File: config.mk
export PLATFORM = sky130hd
export DESIGN_NAME = imem_loader
export DESIGN_NICKNAME = d
export VERILOG_FILES = /design/src/rtl/imem_loader.sv
export SDC_FILE = /design/constraint.sdc
export NUM_CORES = 1
export LEC_CHECK = 0
export CORE_MARGIN = 1
export CORE_UTILIZATION = 50
export CTS_CLUSTER_SIZE = 20
export DETAILED_ROUTE_END_ITERATION = 10
export PLACE_DENSITY = 0.83
export SLEW_MARGIN = 20
export SYNTH_ARGS = -nofsm -noshare
export SYNTH_HDL_FRONTEND = slang
export SYNTH_SLANG_ARGS = --single-unit
File: constraint.sdc
create_clock -name clk -period 3.25 [get_ports clk]
set_input_delay 0.65 -clock clk [delete_from_list [all_inputs] [get_ports clk]]
set_output_delay 0.65 -clock clk [all_outputs]
set_load 0.02 [all_outputs]
File: src/rtl/imem_loader.sv
// Program loader: parses a framed byte stream (length, LE words, checksum) and
// writes the assembled 32-bit words to instruction memory while holding the core.
module imem_loader #(
   parameter int ADDR_W    = 10,
   parameter int MAX_WORDS = 1024
) (
   input  logic              clk,
   input  logic              rst,
   input  logic              load_req_i,
   input  logic [7:0]        byte_in_i,
   input  logic              byte_valid_i,
   output logic              byte_ready_o,
   output logic              imem_we_o,
   output logic [ADDR_W-1:0] imem_addr_o,
   output logic [31:0]       imem_wdata_o,
   output logic              cpu_hold_o,
   output logic              busy_o,
   output logic              done_o,
   output logic              err_o,
   output logic [ADDR_W:0]   words_loaded_o
);

   typedef enum logic [2:0] {S_IDLE, S_LEN0, S_LEN1, S_DATA, S_CSUM} state_t;

   localparam logic [16:0] MAX_LEN = 17'(MAX_WORDS);

   state_t            state_q, state_d;
   logic [7:0]        len_lo_q, len_lo_d;
   logic [ADDR_W:0]   len_q, len_d;
   logic [23:0]       asm_q, asm_d;
   logic [1:0]        bcnt_q, bcnt_d;
   logic [7:0]        sum_q, sum_d;
   logic              we_q, we_d;
   logic [ADDR_W-1:0] addr_q, addr_d;
   logic [31:0]       wdata_q, wdata_d;
   logic              done_q, done_d;
   logic              err_q, err_d;
   logic [ADDR_W:0]   wl_q, wl_d;

   logic [15:0]       len_full;
   logic [ADDR_W:0]   wl_inc;

   assign len_full = {byte_in_i, len_lo_q};
   assign wl_inc   = wl_q + 1'b1;

   always_comb begin
      state_d  = state_q;
      len_lo_d = len_lo_q;
      len_d    = len_q;
      asm_d    = asm_q;
      bcnt_d   = bcnt_q;
      sum_d    = sum_q;
      we_d     = 1'b0;
      addr_d   = addr_q;
      wdata_d  = wdata_q;
      done_d   = 1'b0;
      err_d    = err_q;
      wl_d     = wl_q;
      case (state_q)
         S_IDLE: begin
            if (load_req_i) begin
               state_d = S_LEN0;
               err_d   = 1'b0;
               wl_d    = '0;
               sum_d   = '0;
               bcnt_d  = '0;
            end
         end
         S_LEN0: begin
            if (byte_valid_i) begin
               len_lo_d = byte_in_i;
               state_d  = S_LEN1;
            end
         end
         S_LEN1: begin
            if (byte_valid_i) begin
               if (len_full == 16'd0 || {1'b0, len_full} > MAX_LEN) begin
                  err_d   = 1'b1;
                  done_d  = 1'b1;
                  state_d = S_IDLE;
               end else begin
                  len_d   = len_full[ADDR_W:0];
                  state_d = S_DATA;
               end
            end
         end
         S_DATA: begin
            if (byte_valid_i) begin
               sum_d  = sum_q + byte_in_i;
               bcnt_d = bcnt_q + 2'd1;
               // Bytes arrive LSB first, so shift in from the top
               asm_d  = {byte_in_i, asm_q[23:8]};
               if (bcnt_q == 2'd3) begin
                  we_d    = 1'b1;
                  addr_d  = wl_q[ADDR_W-1:0];
                  wdata_d = {byte_in_i, asm_q};
                  wl_d    = wl_inc;
                  if (wl_inc == len_q) state_d = S_CSUM;
               end
            end
         end
         S_CSUM: begin
            if (byte_valid_i) begin
               if (byte_in_i != sum_q) err_d = 1'b1;
               done_d  = 1'b1;
               state_d = S_IDLE;
            end
         end
         default: state_d = S_IDLE;
      endcase
   end

   always_ff @(posedge clk) begin
      if (rst) begin
         state_q  <= S_IDLE;
         len_lo_q <= '0;
         len_q    <= '0;
         asm_q    <= '0;
         bcnt_q   <= '0;
         sum_q    <= '0;
         we_q     <= 1'b0;
         addr_q   <= '0;
         wdata_q  <= '0;
         done_q   <= 1'b0;
         err_q    <= 1'b0;
         wl_q     <= '0;
      end else begin
         state_q  <= state_d;
         len_lo_q <= len_lo_d;
         len_q    <= len_d;
         asm_q    <= asm_d;
         bcnt_q   <= bcnt_d;
         sum_q    <= sum_d;
         we_q     <= we_d;
         addr_q   <= addr_d;
         wdata_q  <= wdata_d;
         done_q   <= done_d;
         err_q    <= err_d;
         wl_q     <= wl_d;
      end
   end

   assign byte_ready_o   = (state_q != S_IDLE);
   assign busy_o         = (state_q != S_IDLE);
   assign cpu_hold_o     = (state_q != S_IDLE);
   assign imem_we_o      = we_q;
   assign imem_addr_o    = addr_q;
   assign imem_wdata_o   = wdata_q;
   assign done_o         = done_q;
   assign err_o          = err_q;
   assign words_loaded_o = wl_q;

endmodule
==> results.yml, run 1 <==
setup_path:
  startpoint: "byte_in_i[0]"
  path_cells: "clkdlybuf4s50_1, nor4_1, a31oi_1, or4_4, or4_4, mux2i_1, nor2_1"
  slowest_delay_ps: 580
  start_kind: "input port"
  cpMaxStageDelayCell: "or4_4"
  critPathKind: "input port to flop"
  worstPathMaxFanout: 11
  crit_buf_inv: 1
  critical-path-top-delay-family: "simple AND/OR/NAND/NOR gates"
  crit_top_cell: "or4_4"
  cp.arrival_ps: 3000
  critical_path_required_ps: 3460
  r2r-start: "words_loaded_o[0]$_SDFFE_PP0P_"
  endpoint_kind: "flop"
global_route:
  grt_antenna_before_repair: 0
  grt_pass1_wl_um: 19200
  grtUsageTotal_pct: 24.1
  grt_overflow: 0
  grt_pass1_vias: 4042
  grt_max_degree: 84
flow_run:
  max_cap_violations: 0
synthesis:
  yosysUniqueCellTypes: 50
  synthArstFlopShare_pct: 0
  syn_inst: 606
  synth_top_cell_area_share_pct: 46.3
  synth-seq-cells: 112
  synthMostInstantiatedCell: "nand2_1"
  seq_area_frac_synth_pct: 46.3
  synth.cell_area_mm2: 0.00484
  synth_warnings: 0
  syn_avg_cell_area_um2: 7.99
  synth_edf_count: 0
  synth_flop_cell: "dfxtp_1"
  ys_top_cells_by_count: "150 x nand2_1, 112 x dfxtp_1, 86 x a21oi_1, 54 x nor2_1, 41 x clkbuf_1"
  syn_nets: 628
  synthTopCellsByArea: "dfxtp_1 46%, nand2_1 12%, a21oi_1 8.9%"
  yosysTopAreaCell: "dfxtp_1"
cts:
  cts_resized: 0
  clk_pin_slew_ps: 90
  clk_latency_ps: 360
  holdBufCountCts: 0
  cts-root-buf: "clkbuf_8"
  cts_buffer_depth: 2
  numClockSinks: 112
  numCtsBuffers: 9
  h-tree-depth: 3
  postCtsSetupBuffers: 0
  cts_tree: "built"
timing:
  finalHoldViolations: 0
  setup_tns_ps: 0
  maxSlewHeadroom_pct: 47.0
  setup_viol: 0
  max_freq_ghz: 0.358
  tightest_slew_ps: 795
  finalCriticalPeriod_ps: 2790
  fin_skew_ps: 5.72
  fin_crit_sh_pct: 85.8
  fin_ws_ps: 460
  finalMaxSlewViolations: 0
  grt_setup_unrepaired: "no"
die:
  die_h_um: 100
  row_count: 35
  initial_core_util_pct: 51.9
  die-area_mm2: 0.0101
  num_io_pins: 71
  die_w_um: 100
  core-area_mm2: 0.00933
min_path:
  min_path_type: "flop to flop"
  worstHoldStart: "imem_addr_o[5]$_SDFFE_PP0P_"
detailed_routing:
  vias: 4315
  wire_per_inst_um: 14.5
  via_per_inst: 5.46
  drtIter0Drc: 261
  drt-pass1-iter-count: 5
  route.detailed.drc: 0
  wl_um: 11400
  drtAntennaViolNets: 0
cells_and_area:
  area_delta_synth_final_pct: 20.2
  multi_input_area_mm2: 0.00239
  fillers: 814
  final_nets: 680
  seq_area_mm2: 0.00224
  n_antenna_cell: 0
  drive_above_1_share_pct: 5.90
power_and_ir_drop:
  power.leakage_nw: 2.08
  powerDensity_mw_per_mm2: 477
  peakVddDrop_mv: 0.280
status:
  outcome: "completed"
placed_design:
  routabilityCongestion: 0.841
  dp_slack_ps: 132
  port_buffers: 70
  hpwl_um: 8080
[layout by cell type (no fill, tap or decap), types with 3 or more instances in the layout]
master           synthesis  final
nand2_1                150    149
dfxtp_1                112    112
a21oi_1                 86     86
clkdlybuf4s50_1          0     69
nor2_1                  54     54
mux2i_1                 20     20
buf_4                    2     17
o21ai_0                 13     13
nor3_1                  12     11
xnor2_1                 10     10
ha_1                     9      9
clkbuf_8                 0      9
inv_1                    8      8
nand3_1                  8      8
nor4_1                   7      7
nand2b_1                 6      6
a22oi_1                  6      6
xor2_1                   5      5
and3_1                   5      5
or3_1                    4      4
mux2_2                   3      3
a211oi_1                 3      3
nor2b_1                  3      3
[final cells by class]
cell class	instances	area share (%)
timing repair buffer	86	14.1
sequential	112	38.5
clock buffer	11	2.26
tap	129	2.77
clock inverter	3	0.774
multi-input combinational	441	41.1
inverter	8	0.516
[worst paths after layout]
path / end / slack (ps) / depth (start not counted)
max reg2reg: state_q[1]$_SDFFE_PP0P_ / 600 / 7
min reg2reg: imem_addr_o[5]$_SDFFE_PP0P_ / 460 / 2
max: len_q[6]$_SDFFE_PP0P_ / 460 / 7
min: imem_addr_o[5]$_SDFFE_PP0P_ / 460 / 2
[worst register-to-register path: stages (launching register included)]
cell and delay (ps):
dfxtp_1 490, ha_1 340, and3_1 210, nand3_1 160, xnor2_1 180, a2111oi_0 600, o2111ai_1 320, a22o_1 260
[layer usage]
layer	global-route usage (%)	vias to the layer above	wire, µm
met5	0	-	0
met4	7.25	0	197
met3	5.08	19	548
met2	40.3	128	5510
met1	31.2	2018	5160
li1	-	2150	-
[sequential cells by signal, summed over array words and instances, names as in the netlist]
name	count
sum_q	8
len_q	11
asm_q	24
err_o	1
imem_addr_o	10
words_loaded_o	11
done_o	1
imem_we_o	1
imem_wdata_o	32
state_q	3
bcnt_q	2
len_lo_q	8
[cells by family (layout without fill, tap and decap cells)]
group	after synthesis	after routing	synth area share [%]
compound gates	129	129	15.3
simple gates	264	264	23.7
xor+xnor	15	15	2.71
flops	112	112	46.3
buf+inv	53	108	4.42
fa+ha+maj	10	10	2.74
mux	23	23	4.83
[where the power goes]
group / internal, mW / switching (mW)
logic: 0.214 / 0.292
registers: 1.42 / 0.0648
clock network: 0.350 / 0.441
total: 1.98 / 0.798
[per-stage QoR]
step	hold slack, ps	util, %	power (mW)	cells	cell area (µm²)
6_report	457	62.4	2.78	790	5820
5_1_grt	475	62.4	2.91	790	5820
4_1_cts	460	62.4	2.79	790	5820
3_5_place_dp	447	60.5	2.01	776	5650
3_3_place_gp	441	60.5	1.99	776	5650
2_1_floorplan	432	-	1.86	606	4840
Power figures use the tool's default switching activity.
==> run 2: changes to the inputs <==
CORE_ASPECT_RATIO = 1.1   (was unset)
CTS_CLUSTER_SIZE = 28   (was 20)
RECOVER_POWER = 100   (was unset)
==> results.yml, run 2 (synthesis gave the netlist of run 1 again) <==
timing:
  setup_viol: 0
  finalHoldViolations: 0
  fin_crit_sh_pct: 86.5
  maxSlewHeadroom_pct: 6.92
  fin_ws_ps: 437
  fin_skew_ps: 13.5
  finalMaxSlewViolations: 0
  grt_setup_unrepaired: "no"
  setup_tns_ps: 0
  tightest_slew_ps: 1400
  finalCriticalPeriod_ps: 2810
  max_freq_ghz: 0.356
setup_path:
  endpoint_kind: "flop"
  critPathKind: "input port to flop"
  worstPathMaxFanout: 31
  critical_path_required_ps: 3550
  cp.arrival_ps: 3110
  start_kind: "input port"
cts:
  clk_pin_slew_ps: 120
  h-tree-depth: 3
  numCtsBuffers: 9
  cts_resized: 0
  postCtsSetupBuffers: 0
  clk_latency_ps: 380
  cts-root-buf: "clkbuf_8"
  holdBufCountCts: 0
  numClockSinks: 112
  cts_buffer_depth: 2
  cts_tree: "built"
min_path:
  min_path_type: "flop to flop"
cells_and_area:
  area_delta_synth_final_pct: 20.2
  largest_reg_flops: 32
  n_antenna_cell: 0
  final_common_cell: "nand2_1"
  stdcell_count: 780
  layout.cells.most_common_list: "150 x nand2_1, 112 x dfxtp_1, 86 x a21oi_1, 61 x dlygate4sd3_1, 54 x nor2_1"
  final_nets: 680
  drive_above_1_share_pct: 5.28
power_and_ir_drop:
  peakVddDrop_mv: 0.265
  powerDensity_mw_per_mm2: 495
  power.leakage_nw: 2.29
detailed_routing:
  wl_um: 11500
  drtAntennaViolNets: 0
  drtIter0Drc: 221
  vias: 4381
  wire_per_inst_um: 14.7
  route.detailed.drc: 0
  via_per_inst: 5.62
  drt-pass1-iter-count: 4
global_route:
  grt_pass1_vias: 4059
  grt_max_degree: 78
  grt_antenna_before_repair: 0
  grt_pass1_wl_um: 19000
  grt_overflow: 0
  grtUsageTotal_pct: 24.0
placed_design:
  routabilityCongestion: 0.894
  port_buffers: 70
  dp_slack_ps: 164
  hpwl_um: 7890
  placed_cells: 764
flow_run:
  max_cap_violations: 0
die:
  num_io_pins: 71
  die_w_um: 95.8
  die-area_mm2: 0.0101
  die_h_um: 105
  row_count: 37
  core-area_mm2: 0.00940
  initial_core_util_pct: 51.5
status:
  outcome: "completed"
## run 2: where the power goes
group | internal (mW) | switching (mW)
registers | 1.42 | 0.0644
clock network | 0.389 | 0.530
logic | 0.196 | 0.283
total | 2.00 | 0.877
## run 2: worst max-delay path, stage by stage
cell	delay [ps]
dlygate4sd3_1	610
inv_1	130
nor3_1	270
clkbuf_1	1050
nand2_1	180
a21oi_1	200
## run 2: layer usage
metal	vias up	routed length, µm	track usage [%]
met1	2057	5010	31.3
met3	16	662	4.26
met5	-	0	0
met4	0	151	8.00
met2	145	5660	39.6
li1	2163	-	-
## run 2: through the flow
step                cell area (µm²)  utilization [%]  hold slack (ps)  total power [mW]
floorplan                      4840                -              432              1.86
global placement               5630             59.9              440              1.99
detailed placement             5630             59.9              448              2.01
CTS                            5860             62.4              465              2.90
global route                   5820             62.0              476              2.99
finish                         5820             62.0              460              2.88
## run 2: area by class of cell
cell class	count	area, µm²
inverter	8	30.0
clock inverter	7	105
clock buffer	9	124
tap	117	146
fill	801	3570
multi-input combinational	441	2380
timing repair buffer	86	798
sequential	112	2240
## run 2: path summary, 6_finish.rpt
| kind | startpoint | to | slack, ps | cells past startpoint |
|---|---|---|---|---|
| setup / recovery | byte_valid_i | asm_q[20]$_SDFFE_PP0P_ | 440 | 6 |
| hold / removal | imem_wdata_o[14]$_SDFFE_PP0P_ | imem_wdata_o[14]$_SDFFE_PP0P_ | 460 | 2 |
| setup reg to reg | len_lo_q[3]$_SDFFE_PP0P_ | len_q[1]$_SDFFE_PP0P_ | 650 | 6 |
| hold reg to reg | imem_wdata_o[14]$_SDFFE_PP0P_ | imem_wdata_o[14]$_SDFFE_PP0P_ | 460 | 2 |
==> run 3: changes to the inputs <==
SLEW_MARGIN = 30   (was 20)
==> results of run 3 <==
Final layout, timing and power as in run 2 (identical DEF).
